===== config.mk =====
export PLATFORM = sky130hd
export DESIGN_NAME = codec_map_dec_input_addr_gen
export DESIGN_NICKNAME = d
export VERILOG_FILES = /design/src/rtl/codec_map_dec_input_addr_gen_pkg.sv /design/src/rtl/codec_map_dec_input_addr_gen_dly.sv /design/src/rtl/codec_map_dec_input_addr_gen.sv
export SDC_FILE = /design/constraint.sdc
export NUM_CORES = 1
export LEC_CHECK = 0
export ABC_AREA = 1
export CAP_MARGIN = 20
export CORE_MARGIN = 2
export CORE_UTILIZATION = 30
export CTS_CLUSTER_SIZE = 20
export DETAILED_ROUTE_END_ITERATION = 7
export GPL_TIMING_DRIVEN = 1
export PLACE_DENSITY = 0.58
export SYNTH_ARGS = -nofsm -noshare
export SYNTH_HDL_FRONTEND = slang
export SYNTH_HIERARCHICAL = 1
export SYNTH_SLANG_ARGS = --single-unit

===== constraint.sdc =====
create_clock -name iclk -period 2 [get_ports iclk]
set_input_delay 0.4 -clock iclk [delete_from_list [all_inputs] [get_ports iclk]]
set_output_delay 0.4 -clock iclk [all_outputs]
set_load 0.03 [all_outputs]

===== src/rtl/codec_map_dec_input_addr_gen_pkg.sv =====
// Shared types and elaboration checks for the MAP decoder input RAM read sequencer.
package codec_map_dec_input_addr_gen_pkg;

    typedef enum logic [1:0] {
        IDLE,
        RUN,
        FLUSH
    } state_e;

    // Read qualifiers travelling alongside the RAM read latency.
    typedef struct packed {
        logic val;
        logic sop;
        logic eop;
        logic mid;
    } qual_t;

    function automatic bit ram_lat_ok(int unsigned lat);
        return (lat >= 1) && (lat <= 3);
    endfunction

endpackage


===== src/rtl/codec_map_dec_input_addr_gen_dly.sv =====
// Clock-enabled, synchronously clearable delay line for the read qualifiers.
module codec_map_dec_input_addr_gen_dly
    import codec_map_dec_input_addr_gen_pkg::*;
#(
    parameter int unsigned pDEPTH = 1
) (
    input  logic  iclk,
    input  logic  ireset,
    input  logic  iclkena,
    input  logic  iclear,
    input  qual_t idat,
    output qual_t odat
);

    qual_t pipe [pDEPTH];

    always_ff @(posedge iclk or negedge ireset) begin
        if (!ireset) begin
            for (int i = 0; i < int'(pDEPTH); i++) pipe[i] <= '0;
        end else if (iclkena) begin
            if (iclear) begin
                for (int i = 0; i < int'(pDEPTH); i++) pipe[i] <= '0;
            end else begin
                pipe[0] <= idat;
                for (int i = 1; i < int'(pDEPTH); i++) pipe[i] <= pipe[i-1];
            end
        end
    end

    assign odat = pipe[pDEPTH-1];

endmodule


===== src/rtl/codec_map_dec_input_addr_gen.sv =====
// Dual-direction read-address sweep for the MAP decoder input RAM, with the
// read qualifiers delayed to line up with the RAM output data.
module codec_map_dec_input_addr_gen
    import codec_map_dec_input_addr_gen_pkg::*;
#(
    parameter int unsigned pADDR_W  = 8,
    parameter int unsigned pRAM_LAT = 1
) (
    input  logic               iclk,
    input  logic               ireset,
    input  logic               iclkena,
    input  logic               istart,
    input  logic [pADDR_W-2:0] ihlen_m1,
    input  logic               iabort,
    output logic               oread,
    output logic [pADDR_W-1:0] oraddr0,
    output logic [pADDR_W-1:0] oraddr1,
    output logic               oval,
    output logic               osop,
    output logic               oeop,
    output logic               omid,
    output logic               obusy,
    output logic               odone
);

    localparam logic [1:0] LAT_M1 = 2'(pRAM_LAT - 1);

    if (!ram_lat_ok(pRAM_LAT)) begin : g_bad_lat
        $error("pRAM_LAT must be in 1..3");
    end

    state_e             state;
    logic [pADDR_W-1:0] nm1;
    logic [pADDR_W-1:0] half;
    logic [1:0]         flush_cnt;
    qual_t              qual_in;
    qual_t              qual_out;

    // N/2 = ihlen_m1 + 1; fits in pADDR_W bits even when N = 2^pADDR_W.
    assign half = {1'b0, nm1[pADDR_W-1:1]} + pADDR_W'(1);

    // oraddr0 doubles as the pair counter k.
    always_ff @(posedge iclk or negedge ireset) begin
        if (!ireset) begin
            state     <= IDLE;
            nm1       <= '0;
            flush_cnt <= '0;
            oread     <= 1'b0;
            oraddr0   <= '0;
            oraddr1   <= '0;
            obusy     <= 1'b0;
        end else if (iclkena) begin
            if (iabort) begin
                state   <= IDLE;
                oread   <= 1'b0;
                oraddr0 <= '0;
                oraddr1 <= '0;
                obusy   <= 1'b0;
            end else begin
                unique case (state)
                    IDLE: begin
                        if (istart) begin
                            state   <= RUN;
                            nm1     <= {ihlen_m1, 1'b1};
                            oread   <= 1'b1;
                            oraddr0 <= '0;
                            oraddr1 <= {ihlen_m1, 1'b1};
                            obusy   <= 1'b1;
                        end
                    end
                    RUN: begin
                        if (oraddr0 == nm1) begin
                            state     <= FLUSH;
                            flush_cnt <= '0;
                            oread     <= 1'b0;
                            oraddr0   <= '0;
                            oraddr1   <= '0;
                        end else begin
                            oraddr0 <= oraddr0 + pADDR_W'(1);
                            oraddr1 <= oraddr1 - pADDR_W'(1);
                        end
                    end
                    FLUSH: begin
                        if (flush_cnt == LAT_M1) begin
                            state <= IDLE;
                            obusy <= 1'b0;
                        end else begin
                            flush_cnt <= flush_cnt + 2'd1;
                        end
                    end
                    default: state <= IDLE;
                endcase
            end
        end
    end

    assign qual_in = '{
        val: oread,
        sop: oread && (oraddr0 == '0),
        eop: oread && (oraddr0 == nm1),
        mid: oread && (oraddr0 == half)
    };

    codec_map_dec_input_addr_gen_dly #(
        .pDEPTH (pRAM_LAT)
    ) u_dly (
        .iclk    (iclk),
        .ireset  (ireset),
        .iclkena (iclkena),
        .iclear  (iabort),
        .idat    (qual_in),
        .odat    (qual_out)
    );

    assign oval  = qual_out.val;
    assign osop  = qual_out.sop;
    assign oeop  = qual_out.eop;
    assign omid  = qual_out.mid;
    // The last pair's eop emerging from the pipe marks completion; a flush kills both.
    assign odone = qual_out.eop;

endmodule


==> flow_results.org, run 1 <==
** Outcome
- The flow ran to the end, and the final reports show no timing, DRC or antenna violations.

** Critical path
- Walking the worst path, the cells encountered are clkdlybuf4s50_1.
- Broken down by cell family, the worst path's largest delay share belongs to buffers and inverters.
- The worst setup path is captured at an output port.
- The largest individual stage delay along the critical path comes from the cell sky130_fd_sc_hd__clkdlybuf4s50_1.
- STA puts the critical path data arrival time at 1.52 ns.
- Critical path peak fanout :: 7
- In this run the critical register-to-register path is captured at u_dly/odat[0]$_DFFE_PN0P_.
- Reg2reg path depth :: 10
- The startpoint identified for the worst register-to-register timing path is nm1[1]$_DFFE_PN0P_.
- Startpoint class of the critical path :: flip-flop
- Worst path bufs/invs :: 1
- The worst setup path is of the flip-flop to output port kind.
- STA puts the critical path data required time at 1.60 ns.
- Longest individual stage delay on the worst path :: 0.73 ns
- The setup check on the worst reg-to-reg path leaves a slack of 0.37 ns.

** Synth
- The number of nets in the synthesized netlist is 309.
- Synthesis Warnings :: 6
- Synthesized instance count :: 292
- By area, the combinational part of the netlist is dominated by simple AND/OR/NAND/NOR gates.
- Each instance of the synthesized netlist takes up on average 7.17 um^2.
- Synth Area in Adders :: 0.0299
- Yosys mapped the design onto 26 distinct sky130hd cell types.
- Sorting the synthesized cells by area gives the leading types as sky130_fd_sc_hd__dfrtp_1 41%, sky130_fd_sc_hd__nand2_1 16%, sky130_fd_sc_hd__inv_1 6.5%.
- Post-synthesis register bit count :: 34
- Post-synthesis share of cell area spent on xor and xnor gates :: 0.0544
- Synth top area share :: 0.406
- Of the total synthesized cell area, the portion taken by AND, OR, NAND and NOR gates is 0.330.
- Fraction of the mapped netlist area in compound gates :: 0.0914
- Share of the yosys chip area belonging to registers :: 0.406
- Of the post-synthesis cell area, the part taken by muxes is 0.
- The biggest area contributor in the post-synthesis netlist is sky130_fd_sc_hd__dfrtp_1.
- Synthesized cell area :: 2090 um^2

** Global route
- First-pass GRT wire length :: 8890 um
- Initial antenna violation count :: 0
- Top Usage Layer GRT :: met2
- Vias in the first global route :: 1875
- Largest net degree at the start of global routing :: 35
- Met3 Usage GRT :: 0.0292
- GRT Resource Usage Total :: 0.148
- Sum of overflow across all layers after global routing :: 0
- For this run, global-route usage on met2 was measured as 0.236.
- Met1 Use GR :: 0.204

** Floorplan
- Height of the chip :: 87.6 um
- Row count :: 30
- The initial utilization of the core area, before any placement, comes to 0.310.
- Placeable Area :: 6760 um^2
- The floorplan step set the die width to 87.6 um.
- Die ar. :: 7670 um^2
- For this design the top-level I/O count stands at 35.

** Finish
- Once layout is complete, the utilization of the core stands at 0.392.
- Layout cell share with drive strength beyond 1 :: 0.0952
- The library cell used most frequently in the layout, excluding fill and tap cells, is sky130_fd_sc_hd__nand2_1.
- The net count of the finished layout is 352.
- Most frequent cells in the layout :: 92 x sky130_fd_sc_hd__nand2_1, 36 x sky130_fd_sc_hd__inv_1, 34 x sky130_fd_sc_hd__dfrtp_1, 33 x sky130_fd_sc_hd__clkdlybuf4s50_1, 24 x sky130_fd_sc_hd__nor2_1
- Syn-to-layout area delta :: 26.5%
- Diode insertion count for antenna repair :: 0

** Power and ir drop
- Maximum ir drop on the vdd rail :: 0.321 mV
- Switching portion of total power :: 0.388
- Pwr per Cell Area :: 864 nW/um^2
- Internal power comes to 1.40 mW.
- The share of total power dissipated in sequential elements is 0.402.
- Combinational share of power :: 0.360
- For this design the static power due to leakage is 1.29 nW.
- The share of total power dissipated in the clock network is 0.237.
- Net switching power :: 0.888 mW

** Clock network
- Clock tree root buffer cell :: sky130_fd_sc_hd__clkbuf_8
- Number of buffers inserted by post-CTS setup repair :: 0
- Number of buffers added by the clock tree synthesis step :: 5
- Longest Clk Path Bufs :: 2
- Clock latency on the worst-skew pair :: 0.29 ns
- The H-tree was split into 2 levels.
- Total number of clock tree sinks :: 34
- CTS clock-pin slew for the worst setup and hold paths :: 0.07 ns
- CTS tree :: yes

** Route
- Remaining antenna violation count :: 0
- Residual DRC :: 0
- The first detailed-routing pass ran for 4 iterations.
- Detailed router's first-iteration violation count :: 100
- Dividing the detail-routed via count by the number of cells gives 4.66.
- Aggregate routed wire length :: 5220 um
- Detailed-route wire length per cell :: 12.5 um
- The routed layout has 1937 vias.

** STA
- Transition time at the pin with the least slew margin :: 0.443 ns
- Final slew viol count :: 0
- Final critical path time including I/O delays and setup :: 1.92 ns
- Setup violations remaining at the end of the flow were counted as 0.
- Unrepaired setup endpoints after global routing :: false
- Based on the critical path, the design can be clocked at up to 520 MHz.
- Final Hold Vio Count :: 0
- On the final layout, the worst clock skew is 0.00664 ns.
- Setup TNS :: 0 ns
- In this run the tightest slew margin relative to its limit is 0.705.
- Of the available clock period, the critical path in the final layout requires 0.962.
- Worst slack on hold paths :: 0.482 ns

** Placement
- Buffers placed on the I/O ports in this run total 34.
- Placed wire-length estimate after detailed placement :: 3960 um
- Routability cong. :: 0.811

** Min path
- The startpoint identified for the worst hold timing path is nm1[0]$_DFFE_PN0P_.
- The min-delay analysis places its worst path in the category flip-flop to flip-flop.
- Endpoint of the worst hold-timing path :: nm1[0]$_DFFE_PN0P_
- Counting instances, the worst hold path has a depth of 2.

** Flow run
- Max-cap violations :: 0
-- synthesized netlist by cell type, drive strengths merged --
library cell / instances
xnor2: 5
ha: 5
buf: 3
a22oi: 6
dfrtp: 34
o21ai: 18
a31oi: 1
xor2: 8
nor2: 26
a21oi: 5
nand4: 7
o21bai: 1
o211ai: 1
nand2: 97
o22ai: 1
nand3b: 1
nand3: 25
nor3: 4
inv: 44
-- timing repair --
item	4_1_cts	5_1_grt
endpoints found under the setup margin	0	1
hold buffers	0	0
gates resized for setup	0	1
-- through the flow --
stage                     total power, mW  cells  area, um^2  setup slack, ns
after floorplan                      1.49    292        2090            0.566
after global placement               1.75    408        2550            0.148
after detailed placement             1.77    408        2550            0.126
after CTS                            2.32    416        2650           0.0495
after global routing                 2.46    416        2650          0.00602
final                                2.29    416        2650           0.0751
-- metal layers --
layer  share of wire  routed length, um
met4           0.011                 59
met5               0                  0
met3           0.029                153
met2            0.46               2410
met1            0.50               2590
-- registers in the layout, summed over array words and instances (netlist names) --
signal and cells:
flush_cnt 2, nm1 8, obusy 1, oraddr0 8, oraddr1 8, oread 1
state 2, u_dly/odat 4
-- kinds of logic (layout without fill, tap and decap cells) --
kind of cell | after synthesis | count (layout)
and+or+nand+nor | 160 | 160
AOI/OAI and AO/OA | 33 | 33
xor gates and xnor gates | 13 | 13
buffers and inverters | 47 | 91
adders and majority gates | 5 | 5
DFF | 34 | 34
-- cell type report --
type / instances / area, um^2
Tap cell: 80 / 100
Inverter: 44 / 165
Multi-Input combinational cell: 211 / 1060
Fill cell: 724 / 4110
Sequential cell: 34 / 851
Clock inverter: 2 / 12.5
Clock buffer: 6 / 82.6
Timing Repair Buffer: 39 / 380
-- worst max path at each step --
stage,from,end,cells after the start
finish,oraddr0[2]$_DFFE_PN0P_,oraddr0[2],1
detailed placement,iabort,oraddr1[1]$_DFFE_PN0P_,7
global placement,iabort,oraddr1[4]$_DFFE_PN0P_,7
global route,oraddr0[2]$_DFFE_PN0P_,oraddr0[2],1
floorplan,oraddr0[1]$_DFFE_PN0P_,oraddr0[2]$_DFFE_PN0P_,10
CTS,oraddr0[4]$_DFFE_PN0P_,oraddr0[4],1
-- power by group through the flow --
stage               Clock [mW]  Sequential (mW)  Combinational, mW
floorplan                    0             1.00              0.488
global placement             0            0.933              0.821
detailed placement           0            0.932              0.833
CTS                      0.562            0.921              0.835
global route             0.586            0.942              0.930
finish                   0.544            0.921              0.825
Note: power is estimated with default switching activity, not from simulation.
==> run 2: changes to the inputs <==
--- a/config.mk
+++ b/config.mk
@@ -13,6 +13,7 @@
 export DETAILED_ROUTE_END_ITERATION = 7
 export GPL_TIMING_DRIVEN = 1
 export PLACE_DENSITY = 0.58
+export REMOVE_ABC_BUFFERS = 1
 export SYNTH_ARGS = -nofsm -noshare
 export SYNTH_HDL_FRONTEND = slang
 export SYNTH_HIERARCHICAL = 1
==> run 2 against run 1 <==
Die area unchanged. Clock skew down 0.0025 ns. Clock power down 3%.
==> flow_results.org, run 2 (same netlist as run 1, synthesis figures left out) <==
** Placement
- Routability cong. :: 0.821
- Placed wire-length estimate after detailed placement :: 4000 um
- Port-buffer cells :: 34

** Power and ir drop
- Pwr per Cell Area :: 865 nW/um^2
- The completed layout was analyzed and its total power is 2.29 mW.
- VDD sags by at most 0.403 mV.
- For this design the static power due to leakage is 1.27 nW.

** Route
- After detailed routing, the total wire length is 5190 um.
- Remaining antenna violation count :: 0
- Summing over every cut layer, the via total after detailed routing is 1958.
- Detailed-route wire length per cell :: 12.5 um
- Dividing the detail-routed via count by the number of cells gives 4.71.
- The pre-antenna-repair detailed-routing pass consisted of 4 iterations.
- For this block, the initial DRC count from the detailed router was 74.
- After detailed routing, the number of remaining DRC violations is 0.

** Global route
- Summed over all layers, the global routing overflow is 0.
- First-pass GRT wire length :: 8820 um
- Vias in the first global route :: 1875
- Across every metal layer, demand over resource in global routing totals 0.146.
- Largest net degree at the start of global routing :: 35
- The initial antenna violation count came to 0.

** STA
- Setup repair after global routing left no endpoint under its margin.
- At the pin with the least slew margin, the transition time is 0.440 ns.
- Setup violations remaining at the end of the flow were counted as 0.
- The number of max-slew violations in the final report is 0.
- Setup TNS :: 0 ns
- Worst max-slew margin expressed relative to the limit :: 0.707
- Final Hold Vio Count :: 0
- The worst path needs 1.94 ns of the cycle, external delays included.
- Static timing analysis puts the maximum clock frequency at 516 MHz.
- On the final layout, the worst clock skew is 0.00410 ns.
- Ratio of final minimum period to clock period :: 0.969

** Clock network
- The clock passes through at most 2 buffers.
- Clock latency on the worst-skew pair :: 0.28 ns
- CTS tree :: yes
- Clock tree synthesis found a total of 34 sinks.
- In this run, post-CTS repair resized a total of 0 instances.
- The number of setup buffers added after CTS is 0.
- Count of hold-fix buffers inserted at cts :: 0
- CTS placed an instance of sky130_fd_sc_hd__clkbuf_8 at the clock tree root.
- Number of buffers added by the clock tree synthesis step :: 5
- The H-tree was split into 2 levels.
- Clock-pin slew was measured on the worst setup and hold paths at 0.07 ns.

** Floorplan
- The floorplan has 30 rows.
- For this configuration, the core starts out at a cell density of 0.310.
- The die is 87.6 um wide.
- Die ar. :: 7670 um^2
- For this design the top-level I/O count stands at 35.
- The core region is 6760 um^2.
- The die is 87.6 um tall.

** Min path
- Worst hold-check path type :: flip-flop to flip-flop

** Outcome
- Run status :: finished clean

** Critical path
- Critical path peak fanout :: 8
- On the worst path, the slowest cell contributes a delay of 0.74 ns.
- The largest individual stage delay along the critical path comes from the cell sky130_fd_sc_hd__clkdlybuf4s50_1.
- Counting both buffers and inverters, the worst setup path holds a total of 1.
- Startpoint class of the critical path :: flip-flop
- The worst setup path is captured at an output port.
- Critical path's top delay family :: buffers and inverters
- Critical path data required time :: 1.60 ns
- Cell-by-cell trace of the critical path :: clkdlybuf4s50_1
- Critical setup path kind :: flip-flop to output port
- STA puts the critical path data arrival time at 1.54 ns.

** Finish
- The area growth from synthesis to layout is 26.2%.
- Layout cell share with drive strength beyond 1 :: 0.0923
- Most frequent cells in the layout :: 92 x sky130_fd_sc_hd__nand2_1, 36 x sky130_fd_sc_hd__inv_1, 34 x sky130_fd_sc_hd__dfrtp_1, 34 x sky130_fd_sc_hd__clkdlybuf4s50_1, 24 x sky130_fd_sc_hd__nor2_1
- The net count of the finished layout is 352.
- Registers take 851 um^2.
- In the final layout, the registers with the most flip-flops are nm1: 8 flops, oraddr0: 8 flops, oraddr1: 8 flops.
- Diode insertion count for antenna repair :: 0
- Most frequent standard cell in the layout excluding fill and tap cells :: sky130_fd_sc_hd__nand2_1
- Summing all multi-input logic gate instances after layout gives 1060 um^2.
- Number of filler instances in the final layout :: 723

** Flow run
- Max-cap violations in this run came to 0.
run 2: routing by layer:
| metal | wire [um] | track usage | share of wire | vias up |
|---|---|---|---|---|
| met5 | 0 | 0 | 0 | - |
| met4 | 47 | 0.0322 | 0.0091 | 0 |
| met3 | 157 | 0.0311 | 0.030 | 6 |
| met2 | 2450 | 0.234 | 0.47 | 27 |
| met1 | 2540 | 0.202 | 0.49 | 910 |
| li1 | - | - | - | 1015 |
run 2: cell type report:
cell class | count | share of cell area
inverters | 44 | 0.0625
clock inverters | 1 | 0.00189
repair buffers | 39 | 0.143
clock buffers | 7 | 0.0327
flip-flops and latches | 34 | 0.322
multi-input cells | 211 | 0.400
well taps | 80 | 0.0379
run 2: power by group:
part / internal, mW / switching, mW / leakage (nW) / total (mW)
sequential: 0.790 / 0.134 / 0.448 / 0.924
clock: 0.278 / 0.252 / 0.0482 / 0.530
combinational: 0.336 / 0.497 / 0.775 / 0.832
run 2: per-stage QoR:
stage | area [um^2] | util | instances | setup slack [ns] | hold slack, ns
3_5_place_dp | 2550 | 0.378 | 408 | 0.141 | 0.473
3_3_place_gp | 2550 | 0.378 | 408 | 0.164 | 0.459
2_1_floorplan | 2070 | - | 289 | 0.565 | 0.104
5_1_grt | 2640 | 0.391 | 416 | 0.00211 | 0.522
6_report | 2640 | 0.391 | 416 | 0.0627 | 0.487
4_1_cts | 2640 | 0.391 | 416 | 0.0450 | 0.491
run 2: tightest hold or removal path: cells and delay by family (launching register included):
kind,cells,cell delay (ns)
AND/OR/NAND/NOR,1,0.06
flip-flops,1,0.34
buffers and inverters,1,0.05
run 2: path summary, 6_finish.rpt:
check / startpoint / to / slack [ns] / cells after the start
setup / recovery: oraddr0[0]$_DFFE_PN0P_ / oraddr0[0] / 0.06 / 1
hold / removal: nm1[0]$_DFFE_PN0P_ / nm1[0]$_DFFE_PN0P_ / 0.49 / 2
setup reg to reg: nm1[5]$_DFFE_PN0P_ / oraddr0[3]$_DFFE_PN0P_ / 0.39 / 10
hold reg to reg: nm1[0]$_DFFE_PN0P_ / nm1[0]$_DFFE_PN0P_ / 0.49 / 2
max in group asynchronous: ireset / nm1[7]$_DFFE_PN0P_ / 1.17 / 2
min in group asynchronous: ireset / state[0]$_DFFE_PN0P_ / 0.53 / 2
